--- src/rtl/rv_pkg.sv ---
// Shared integer-register definitions used by the register file, decode and
// writeback stages.
package rv_pkg;

   localparam int XLEN_DEFAULT  = 32;
   localparam int NREGS_DEFAULT = 32;

   typedef logic [4:0]  reg_idx_t;
   typedef logic [31:0] xword_t;

endpackage

--- src/rtl/regfile_scoreboard.sv ---
// Pending-write scoreboard: one busy bit per architectural register, set at
// issue and cleared at writeback, with a per-read-port busy lookup.
module regfile_scoreboard
   import rv_pkg::*;
#(
   parameter int NREGS  = NREGS_DEFAULT,
   parameter int NUM_RD = 2,
   parameter int BYPASS = 1,
   parameter int AW     = $clog2(NREGS)
) (
   input  logic                 clk,
   input  logic                 rst,
   input  logic                 we,
   input  logic [AW-1:0]        waddr,
   input  logic                 sb_set,
   input  logic [AW-1:0]        sb_addr,
   input  logic [NUM_RD*AW-1:0] raddr,
   output logic [NREGS-1:0]     busy_vec,
   output logic [NUM_RD-1:0]    rbusy
);

   logic [NREGS-1:0] busy_q, busy_d;

   // Set dominates clear: a freshly issued producer supersedes the one
   // completing in the same cycle.
   always_comb begin
      busy_d    = busy_q;
      busy_d[0] = 1'b0;
      for (int r = 1; r < NREGS; r++) begin
         busy_d[r] = (sb_set && (sb_addr == AW'(r))) ||
                     (busy_q[r] && !(we && (waddr == AW'(r))));
      end
   end

   always_ff @(posedge clk or negedge rst) begin
      if (!rst) busy_q <= '0;
      else      busy_q <= busy_d;
   end

   assign busy_vec = busy_q;

   for (genvar p = 0; p < NUM_RD; p++) begin : g_rd
      logic [AW-1:0] a;
      logic          wr_hit;

      assign a = raddr[p*AW +: AW];

      // With forwarding, a completing write already satisfies the reader.
      if (BYPASS != 0) begin : g_byp
         assign wr_hit = we && (waddr == a);
      end else begin : g_nobyp
         assign wr_hit = 1'b0;
      end

      assign rbusy[p] = busy_q[a] && !wr_hit;
   end

endmodule

--- src/rtl/regfile_mp.sv ---
// Multi-read-port integer register file with optional write-to-read forwarding
// and an integrated pending-write scoreboard for hazard detection.
module regfile_mp
   import rv_pkg::*;
#(
   parameter int XLEN   = XLEN_DEFAULT,
   parameter int NREGS  = NREGS_DEFAULT,
   parameter int NUM_RD = 2,
   parameter int BYPASS = 1,
   localparam int AW    = $clog2(NREGS)
) (
   input  logic                   clk,
   input  logic                   rst,
   input  logic                   we,
   input  logic [AW-1:0]          waddr,
   input  logic [XLEN-1:0]        wdata,
   input  logic [NUM_RD*AW-1:0]   raddr,
   output logic [NUM_RD*XLEN-1:0] rdata,
   output logic [NUM_RD-1:0]      rbusy,
   input  logic                   sb_set,
   input  logic [AW-1:0]          sb_addr,
   output logic [NREGS-1:0]       busy_vec
);

   logic [XLEN-1:0] regs_q [NREGS];
   logic            wr_en_d;

   // x0 is never written, so its storage stays at the reset value of zero.
   assign wr_en_d = we && (waddr != '0);

   always_ff @(posedge clk or negedge rst) begin
      if (!rst) begin
         for (int r = 0; r < NREGS; r++) regs_q[r] <= '0;
      end else if (wr_en_d) begin
         regs_q[waddr] <= wdata;
      end
   end

   for (genvar p = 0; p < NUM_RD; p++) begin : g_rd
      logic [AW-1:0] a;
      logic          fwd;

      assign a = raddr[p*AW +: AW];

      // Forwarding is gated by reset so every port reads zero while held.
      if (BYPASS != 0) begin : g_byp
         assign fwd = rst && wr_en_d && (waddr == a);
      end else begin : g_nobyp
         assign fwd = 1'b0;
      end

      assign rdata[p*XLEN +: XLEN] = fwd ? wdata : regs_q[a];
   end

   regfile_scoreboard #(
      .NREGS  (NREGS),
      .NUM_RD (NUM_RD),
      .BYPASS (BYPASS),
      .AW     (AW)
   ) u_sb (
      .clk      (clk),
      .rst      (rst),
      .we       (we),
      .waddr    (waddr),
      .sb_set   (sb_set),
      .sb_addr  (sb_addr),
      .raddr    (raddr),
      .busy_vec (busy_vec),
      .rbusy    (rbusy)
   );

endmodule

--- config.mk ---
export PLATFORM = sky130hd
export DESIGN_NAME = regfile_mp
export DESIGN_NICKNAME = d
export VERILOG_FILES = /design/src/rtl/rv_pkg.sv /design/src/rtl/regfile_scoreboard.sv /design/src/rtl/regfile_mp.sv
export SDC_FILE = /design/constraint.sdc
export NUM_CORES = 2
export LEC_CHECK = 0
export BUFFER_PORTS_ARGS = -buffer_cell sky130_fd_sc_hd__buf_2
export CAP_MARGIN = 20
export CORE_UTILIZATION = 49
export DETAILED_ROUTE_END_ITERATION = 10
export HOLD_SLACK_MARGIN = 0.03
export PLACE_DENSITY = 0.64
export SETUP_SLACK_MARGIN = 0.02
export SYNTH_ARGS = -nofsm -noshare
export SYNTH_HDL_FRONTEND = slang
export SYNTH_SLANG_ARGS = --single-unit
--- constraint.sdc ---
create_clock -name clk -period 2.1 [get_ports clk]
set_input_delay 0.21 -clock clk [delete_from_list [all_inputs] [get_ports clk]]
set_output_delay 0.21 -clock clk [all_outputs]
set_load 0.01 [all_outputs]
==> impl_metrics.json <==
{
  "status": "complete, but fails checks",
  "violations": "negative setup slack",
  "grt_max_degree": 171,
  "drive_gt1_share_pct": 43.8,
  "tns_ns": -19.38,
  "grt_overflow_total": 0,
  "p_int_uw": 44100,
  "cts_inserted_buffers": 114,
  "first_pass_iters": 5,
  "cp.required_ns": 1.89,
  "core_um2": 117000,
  "dp.cells": 6336,
  "setup_ws_ns": -0.568,
  "port_buffers": 152,
  "p_seq_share_pct": 44.0,
  "startpoint_type": "register",
  "grt_pass1_wl_mm": 286,
  "row_count": 125,
  "syn_nets": 4715,
  "drt_iter0_drc": 3532,
  "drv_cap": 0,
  "die_y_um": 346,
  "slew_violations": 0,
  "finalWirelength_mm": 193,
  "p_switching_uw": 17900,
  "rsz0062_at_grt": "true",
  "setup_violations": 66,
  "cts_sinks": 1055,
  "place.gp.congestion": 0.865,
  "start_util_pct": 49.6,
  "area_growth_syn_to_layout_pct": 22.2,
  "synth_cell_types": 40,
  "path_class": "reg2out",
  "grt_pass1_vias": 42974,
  "routed_via_density": 6.42,
  "ys.warnings.count": 0,
  "final_cell_count_no_fill": 6587,
  "antenna_found_initial": 3,
  "yosysTopAreaCellShare_pct": 45.6,
  "slew_headroom_pct": 31.0,
  "holdCritStartpoint": "wdata[21]",
  "ys_seq_elements": 1055,
  "synthesis.area_um2": 57900,
  "io_pins": 154,
  "fin_nets": 5026,
  "worstPathArrival_ns": 2.46,
  "irDropWorstVdd_mv": 0.701,
  "cp_max_fo": 2,
  "track_usage_pct": 31.8,
  "period_needed_ns": 2.67,
  "yosysTopAreaCell": "dfrtp_1",
  "synth_edf_count": 0,
  "syn_inst": 4659,
  "switching_share_pct": 28.9,
  "holdCritPathClass": "in2reg",
  "path_clk_slew_ns": 0.06,
  "final.setup_skew_ns": 0,
  "drc_errors": 0,
  "cts_root_buf": "clkbuf_16",
  "min_path_cells": 2,
  "insertion_delay_ns": 0.70,
  "ys.flop_type": "dfrtp_1",
  "reg2regPathDepth": 3,
  "period_share_pct": 127,
  "cts_tree": "done",
  "hold_viol_final": 0,
  "nFillCells": 9207,
  "post_drt_wl_per_cell_um": 29.3,
  "crit_path_end_kind": "output port",
  "synth_area_per_cell_um2": 12.4,
  "vias": 42308,
  "dieArea_um2": 120000,
  "reg2reg_from": "u_sb.busy_vec[12]$_DFF_PN0_",
  "combPwrFrac_pct": 22.6,
  "ant_nets": 0,
  "max_freq_mhz": 375,
  "clkPwrFrac_pct": 33.4,
  "clock_path_buffers": 3,
  "yosys-top-cells-area": "dfrtp_1 (46%), mux2_2 (20%), mux2i_1 (18%)",
  "ys_seq_area_share_pct": 45.6,
  "dp_hpwl_mm": 121,
  "async_reset_ff_share_pct": 100,
  "power.leakage_uw": 0.0331,
  "crit_start": "u_sb.busy_vec[31]$_DFF_PN0_",
  "cts-htree-levels": 3,
  "powerDensity_nw_per_um2": 876,
  "tightest_slew_ns": 1.04,
  "die_w_um": 346
}
[cells in the final DEF (no fill, tap or decap), drive strengths merged, types with 2 or more instances in the layout]
cell	instances
a21oi	259
a22o	8
a22oi	513
a32o	3
and2	2
and3	2
buf	677
bufinv	7
clkbuf	174
clkinv	24
dfrtp	1055
diode	2
dlygate4sd3	20
inv	9
mux2	1057
mux2i	1030
mux4	16
nand2	31
nand2b	7
nand3	6
nand3b	4
nor2	24
nor2b	6
nor3	4
nor3b	6
nor4	64
o21ai	25
o22ai	4
o31ai	5
or2	4
xnor2	6
xor2	4
[per-layer routing]
layer	global-route usage [%]	share of wire, %
met4	12.9	4.5
met1	42.2	42
met3	4.27	5.7
met2	52.4	48
met5	0	0.0067
[power by group through the flow]
stage | clock (uW) | sequential [uW] | combinational [uW]
finish | 20700 | 27300 | 14000
global route | 21800 | 27700 | 15000
CTS | 21000 | 27100 | 13500
detailed placement | 0 | 27500 | 12800
global placement | 0 | 27300 | 12500
floorplan | 0 | 26700 | 8870
[cells by family after synthesis]
logic type / after synthesis / synth area share [%]
and+or+nand+nor: 163 / 1.55
muxes: 2103 / 39.0
other: 1 / 0.00648
xor gates and xnor gates: 10 / 0.151
buffers and inverters: 509 / 4.30
DFF: 1055 / 45.6
AOI/OAI and AO/OA: 818 / 9.40
[flip-flops by register name, summed over array words and instances, names as in the netlist]
signal	flops
u_sb.busy_vec	31
regs_q	1024
[synth_stat cells (8+ instances only)]
library cell,count
o21ai_0,25
nor4_1,64
mux4_2,16
nand2_1,31
buf_2,139
dfrtp_1,1055
mux2i_1,1030
buf_4,88
mux2_2,1045
a22oi_1,513
clkbuf_1,224
a21oi_1,259
nor2_1,19
buf_6,9
buf_1,40
a22o_1,8
mux2_1,12
[final timing paths]
path	slack [ns]	endpoint
max	-0.57	rbusy[1]
min	0.12	regs_q[405]$_DFFE_PN0P_
max reg2reg	0.80	u_sb.busy_vec[12]$_DFF_PN0_
min reg2reg	0.40	regs_q[1011]$_DFFE_PN0P_
max in group asynchronous	0.22	regs_q[47]$_DFFE_PN0P_
min in group asynchronous	0.59	regs_q[291]$_DFFE_PN0P_
[cell type report]
type / instances / area [um2] / share of cell area, %
clock inverters: 33 / 348 / 0.491
diodes: 2 / 5.00 / 0.00707
repair buffers: 697 / 7710 / 10.9
multi-input cells: 3095 / 30900 / 43.6
inverters: 7 / 26.3 / 0.0371
well taps: 1524 / 1910 / 2.69
clock buffers: 174 / 3490 / 4.93
flip-flops and latches: 1055 / 26400 / 37.3
[critical path, stage by stage, from the launching register on]
cell and delay, ns:
dfrtp_1 0.42, mux4_2 0.49, mux4_2 0.48, mux2i_1 0.16
a21oi_1 0.06, buf_2 0.14
[what timing repair did]
item,in CTS,in global routing
setup buffers,19,18
endpoints found under the hold margin,738,0
setup endpoints to repair,66,113
pin swaps,252,197
gates cloned,0,0
hold buffers,20,0
gates resized for setup,261,143
[per-stage QoR]
step                      util, %  cell area, um2  setup slack, ns  hold WS (ns)  total power (uW)
after CTS                    59.9           69900           -0.576        0.0698             61700
after detailed placement     55.3           64600           -0.595         0.273             40200
after floorplan                 -           57900            0.275       -0.0856             35600
after global placement       55.3           64600           -0.604         0.277             39700
after global routing         60.7           70800           -0.623         0.108             64600
final                        60.7           70800           -0.568         0.117             62000
No activity file was read; power rests on OpenSTA's default activity.
